**config.mk**
```make
export PLATFORM = sky130hd
export DESIGN_NAME = instruction_fetcher_flat
export DESIGN_NICKNAME = d
export VERILOG_FILES = /design/src/rtl/instruction_fetcher_if.sv /design/src/rtl/instruction_fetcher.sv /design/src/flat_wrapper.sv
export SDC_FILE = /design/constraint.sdc
export NUM_CORES = 1
export LEC_CHECK = 0
export BUFFER_PORTS_ARGS = -buffer_cell sky130_fd_sc_hd__buf_4
export CAP_MARGIN = 20
export CORE_MARGIN = 1
export CORE_UTILIZATION = 63
export CTS_BUF_LIST = sky130_fd_sc_hd__clkbuf_8
export DETAILED_ROUTE_END_ITERATION = 7
export PLACE_DENSITY = 0.86
export REMOVE_ABC_BUFFERS = 1
export SLEW_MARGIN = 20
export SYNTH_ARGS = -nofsm -noshare
export SYNTH_HDL_FRONTEND = slang
export SYNTH_SLANG_ARGS = --single-unit
```
**constraint.sdc**
```tcl
create_clock -name clk_in -period 12.3 [get_ports clk_in]
set_input_delay 3.69 -clock clk_in [delete_from_list [all_inputs] [get_ports clk_in]]
set_output_delay 3.69 -clock clk_in [all_outputs]
set_load 0.05 [all_outputs]
```
**src/rtl/instruction_fetcher_if.sv**
```systemverilog
// instruction_fetcher_if: cache request/response, redirect and instruction-queue output signals.
interface instruction_fetcher_if;
    logic        inst_valid, inst_ready, flush, out_valid, out_ready;
    logic [31:0] PC, inst_res, flush_pc, out_inst, out_pc;
    modport master(output inst_valid, PC, out_valid, out_inst, out_pc,
                   input inst_ready, inst_res, flush, flush_pc, out_ready);
    modport slave(input inst_valid, PC, out_valid, out_inst, out_pc,
                  output inst_ready, inst_res, flush, flush_pc, out_ready);
endinterface

```
**src/rtl/instruction_fetcher.sv**
```systemverilog
// instruction_fetcher: sequential fetch into a circular queue, with redirects that wait out an outstanding miss.
module instruction_fetcher #(
    parameter int          QDEPTH   = 4,
    parameter logic [31:0] RESET_PC = 32'h0
) (
    input logic clk_in,
    input logic rst_in,
    input logic rdy_in,
    instruction_fetcher_if.master bus
);
    localparam int AW = $clog2(QDEPTH);
    localparam logic [AW:0] FULL = (AW+1)'(QDEPTH);
    typedef enum logic {FETCH, DISCARD} state_t;
    state_t        state;
    logic [31:0]   pc, pending_pc;
    logic [31:0]   q_inst [QDEPTH];
    logic [31:0]   q_pc [QDEPTH];
    logic [AW-1:0] head, tail;
    logic [AW:0]   count;
    logic          fetch_req, push, pop;
    assign fetch_req      = state == DISCARD || count != FULL;
    assign push           = state == FETCH && fetch_req && bus.inst_ready && !bus.flush;
    assign pop            = count != '0 && bus.out_ready && !bus.flush;
    assign bus.inst_valid = fetch_req;
    assign bus.PC         = pc;
    assign bus.out_valid  = count != '0;
    assign bus.out_inst   = q_inst[head];
    assign bus.out_pc     = q_pc[head];
    always_ff @(posedge clk_in) begin
        if (rst_in) begin
            state      <= FETCH;
            pc         <= RESET_PC;
            pending_pc <= '0;
            count      <= '0;
            head       <= '0;
            tail       <= '0;
        end else if (rdy_in) begin
            if (bus.flush) begin
                count <= '0;
                head  <= '0;
                tail  <= '0;
                // A miss still in flight must complete at the old PC before redirecting.
                if (fetch_req && !bus.inst_ready) begin
                    pending_pc <= bus.flush_pc;
                    state      <= DISCARD;
                end else begin
                    pc    <= bus.flush_pc;
                    state <= FETCH;
                end
            end else begin
                if (push) begin
                    q_inst[tail] <= bus.inst_res;
                    q_pc[tail]   <= pc;
                    tail         <= tail + 1'b1;
                    pc           <= pc + 32'd4;
                end
                if (pop) head <= head + 1'b1;
                count <= count + (AW+1)'(push) - (AW+1)'(pop);
                if (state == DISCARD && bus.inst_ready) begin
                    pc    <= pending_pc;
                    state <= FETCH;
                end
            end
        end
    end
endmodule
```
**src/flat_wrapper.sv**
```systemverilog
// flat-port wrapper written by rule: the top's interface ports become plain ports
module instruction_fetcher_flat 
#(
    parameter int          QDEPTH   = 4,
    parameter logic [31:0] RESET_PC = 32'h0
)
  (clk_in, rst_in, rdy_in, bus_inst_valid, bus_PC, bus_out_valid, bus_out_inst, bus_out_pc, bus_inst_ready, bus_inst_res, bus_flush, bus_flush_pc, bus_out_ready);
  instruction_fetcher_if bus_i ();
  input logic clk_in;
  input logic rst_in;
  input logic rdy_in;
  output wire logic [$bits(bus_i.inst_valid)-1:0] bus_inst_valid;
  output wire logic [$bits(bus_i.PC)-1:0] bus_PC;
  output wire logic [$bits(bus_i.out_valid)-1:0] bus_out_valid;
  output wire logic [$bits(bus_i.out_inst)-1:0] bus_out_inst;
  output wire logic [$bits(bus_i.out_pc)-1:0] bus_out_pc;
  input wire logic [$bits(bus_i.inst_ready)-1:0] bus_inst_ready;
  input wire logic [$bits(bus_i.inst_res)-1:0] bus_inst_res;
  input wire logic [$bits(bus_i.flush)-1:0] bus_flush;
  input wire logic [$bits(bus_i.flush_pc)-1:0] bus_flush_pc;
  input wire logic [$bits(bus_i.out_ready)-1:0] bus_out_ready;
  assign bus_inst_valid = bus_i.inst_valid;
  assign bus_PC = bus_i.PC;
  assign bus_out_valid = bus_i.out_valid;
  assign bus_out_inst = bus_i.out_inst;
  assign bus_out_pc = bus_i.out_pc;
  assign bus_i.inst_ready = bus_inst_ready;
  assign bus_i.inst_res = bus_inst_res;
  assign bus_i.flush = bus_flush;
  assign bus_i.flush_pc = bus_flush_pc;
  assign bus_i.out_ready = bus_out_ready;
  instruction_fetcher #(.QDEPTH(QDEPTH), .RESET_PC(RESET_PC)) u_core (.clk_in(clk_in), .rst_in(rst_in), .rdy_in(rdy_in), .bus(bus_i));
endmodule
```
==> impl_metrics.env <==
export IMPL_crit_slowest_cell="buf_4"
export IMPL_hold_path_class="register to register"
export IMPL_place_congestion=0.867
export IMPL_synth_top_family_by_area="multiplexers"
export IMPL_worstPathRequired_ps=8610
export IMPL_path_class="register to output port"
export IMPL_numCtsBuffers=50
export IMPL_slew_headroom_pct=31.0
export IMPL_port_buffers=167
export IMPL_ys_flop_type="edfxtp_1"
export IMPL_vias=8677
export IMPL_r2r_cells=6
export IMPL_clockBufferDepth=3
export IMPL_peakVddDrop_mv=0.0774
export IMPL_clock_latency_ps=580
export IMPL_cts_tree="yes"
export IMPL_cts_root_buffer="clkbuf_8"
export IMPL_synth_area_leaders="edfxtp_1 (58%), dfxtp_1 (11%), mux4_2 (11%)"
export IMPL_finalNetCount=1145
export IMPL_register_area_um2=9180
export IMPL_post_cts_setup_buffers=0
export IMPL_drt_pre_antenna_iters=6
export IMPL_cts_hold_buf=0
export IMPL_drt_iter0_drc=775
export IMPL_num_antenna_cells=0
export IMPL_die_w_um=148
export IMPL_path_clk_slew_ps=60
export IMPL_antenna_left=0
export IMPL_track_usage_pct=28.9
export IMPL_setup_viol=0
export IMPL_fmax_mhz=152
export IMPL_worstHoldPathCells=2
export IMPL_antenna_found_initial=0
export IMPL_synth_compound_area_share_pct=7.92
export IMPL_htreeDepth=2
export IMPL_synth_simple_area_share_pct=9.08
export IMPL_tightest_slew_ps=1030
export IMPL_min_period_ps=6570
export IMPL_syn_instance_count=899
export IMPL_rrSetupSlack_ps=9270
export IMPL_fillerInstances=1160
export IMPL_rows=52
export IMPL_tns_ps=0
export IMPL_start_kind="register"
export IMPL_ys_seq_elements=330
export IMPL_synthXorXnorAreaFrac_pct=0.0656
export IMPL_min_to="u_core.pending_pc[29]"
export IMPL_grt_max_degree=65
export IMPL_layout_drive_gt1_share_pct=29.9
export IMPL_yosysWarnings=0
export IMPL_power_density_nw_per_um2=145
export IMPL_dp_final_hpwl_um=18800
export IMPL_timing_rr_end="u_core.bus.PC[1]"
export IMPL_path_cells="buf_4 > mux4_2 > buf_4"
export IMPL_pin_count=168
export IMPL_synth_fa_ha_area_share_pct=0.806
export IMPL_wl_um=31000
export IMPL_async_flop_share_pct=0
export IMPL_min_period_over_period_pct=53.4
export IMPL_arrival_ps=2880
export IMPL_start_util_pct=65.2
export IMPL_critical_path_max_stage_delay_ps=790
export IMPL_synth_cell_type_count=65
export IMPL_final_hold_viol_count=0
export IMPL_yosys_area_top_type="edfxtp_1"
export IMPL_synth_top_cell_area_share_pct=57.5
export IMPL_grt_pass1_wl_um=47200
export IMPL_crit_top_cell="buf_4"
export IMPL_drc=0
export IMPL_reg2reg_from="u_core.state"
export IMPL_core_area_um2=20500
export IMPL_die_height_um=148
export IMPL_clock_sinks=330
export IMPL_multi_input_area_um2=3930
export IMPL_rsz0062_at_grt="false"
export IMPL_synth_edf_count=256
export IMPL_fin_util_pct=77.0
export IMPL_path_max_fanout=48
export IMPL_clock_skew_ps=11.2
export IMPL_dieArea_um2=21800
export IMPL_yosys_mux_area_fraction_pct=11.3
export IMPL_final_max_slew_violation_count=0
export IMPL_cellLeakagePower_nw=5.39
export IMPL_status="finished, final reports clean"
export IMPL_synth_avg_cell_area_um2=14.9
export IMPL_post_cts_resized=0
export IMPL_grt_pass1_vias=8613
export IMPL_endpoint_kind="output port"
export IMPL_viasPerCell=6.29
export IMPL_synth_seq_area_share_pct=68.6
export IMPL_maxCapViolCount=0
export IMPL_post_drt_wl_per_cell_um=22.4
export IMPL_syn2layout_area_growth_pct=18.2
export IMPL_hp_start="u_core.pending_pc[29]"
export IMPL_overflow=0
export IMPL_netlist_area_um2=13400
## placed cells by master (no fill, tap or decap), drive strengths merged, types with 4 or more instances in the layout
cell type | synthesis | final
a211oi | 7 | 7
a21oi | 69 | 69
a22oi | 7 | 7
a31oi | 10 | 10
and2 | 8 | 8
and3 | 17 | 17
buf | 17 | 173
clkbuf | 40 | 53
clkinv | 0 | 23
dfxtp | 74 | 74
edfxtp | 256 | 256
ha | 7 | 7
inv | 12 | 26
mux2i | 6 | 6
mux4 | 64 | 64
nand2 | 123 | 123
nand3 | 15 | 15
nand4 | 9 | 9
nor2 | 34 | 34
nor3 | 16 | 16
nor4 | 9 | 9
o21a | 4 | 4
o21ai | 36 | 36
o31a | 5 | 5
o31ai | 5 | 5
## area by class of cell
cell class	count	area share, %
Sequential cell	330	58.1
Multi-Input combinational cell	500	24.9
Timing Repair Buffer	173	8.23
Clock buffer	53	4.62
Tap cell	270	2.14
Clock inverter	41	1.72
Inverter	12	0.285
## synthesized netlist by cell type (3+ instances only)
master / n
edfxtp_1: 256
nand2_1: 123
dfxtp_1: 74
a21oi_1: 69
mux4_2: 64
clkbuf_1: 40
o21ai_0: 35
nor2_1: 34
and3_1: 17
buf_2: 15
nand3_1: 15
nor3_1: 14
inv_1: 12
a31oi_1: 10
nand4_1: 8
a211oi_1: 7
a22oi_1: 7
and2_1: 7
ha_1: 7
nor4_1: 7
mux2i_1: 6
o31ai_1: 5
o21a_1: 4
o31a_1: 4
a311oi_1: 3
nand2b_1: 3
nand3b_1: 3
o211ai_1: 3
## metrics by stage
step                hold slack [ps]  cell area (um^2)  setup WS (ps)  instances  power [mW]
finish                          450             15800           5730       1379        2.29
global route                    463             15800           5560       1379        2.36
CTS                             450             15800           5670       1379        2.30
detailed placement              442             14800           5910       1285        1.43
global placement                437             14800           6020       1285        1.43
floorplan                       426             13100           5070        842        1.36
## metal layers
layer / global-route usage, % / routed length [um] / vias up
met5: 0 / 0 / -
li1: - / - / 3846
met1: 38.7 / 11600 / 4218
met3: 5.00 / 2940 / 58
met2: 48.3 / 15600 / 555
met4: 10.3 / 815 / 0
## registers in the layout (all words and copies together), names as in the netlist, named ones only
| register | cells |
|---|---|
| u_core.bus.PC | 32 |
| u_core.count | 3 |
| u_core.head | 2 |
| u_core.pending_pc | 32 |
| u_core.q_inst | 128 |
| u_core.q_pc | 128 |
| u_core.state | 1 |
| u_core.tail | 2 |
## logic make-up after synthesis
logic type	after synthesis
flip-flops	330
AO/OA/AOI/OAI	171
multiplexers	71
AND/OR/NAND/NOR	249
buffers and inverters	69
adder cells (fa/ha/maj)	8
XOR/XNOR	1
## power breakdown
group          internal [mW]  switching (mW)  leakage, nW
Sequential              1.21          0.0208         2.90
Clock                  0.468           0.414        0.568
Combinational         0.0632           0.115         1.93
Total                   1.74           0.550         5.39
## how the worst max path moves through the flow
stage / start / endpoint / slack (ps) / depth (start not counted)
2_1_floorplan: register / bus_out_inst[0] / 5070 / 1
3_3_place_gp: bus_flush / u_core.q_inst[1][6] / 6020 / 5
3_5_place_dp: bus_flush / u_core.q_inst[2][10] / 5910 / 5
4_1_cts: register / bus_out_pc[14] / 5670 / 3
5_1_grt: register / bus_out_pc[2] / 5560 / 3
6_report: register / bus_out_pc[2] / 5730 / 3
## critical path, delay by kind of cell (launching register included)
kind | cells | cell delay (ps)
buf+inv | 2 | 1000
mux | 1 | 640
flops | 1 | 590
(Power assumes the default switching activity.)
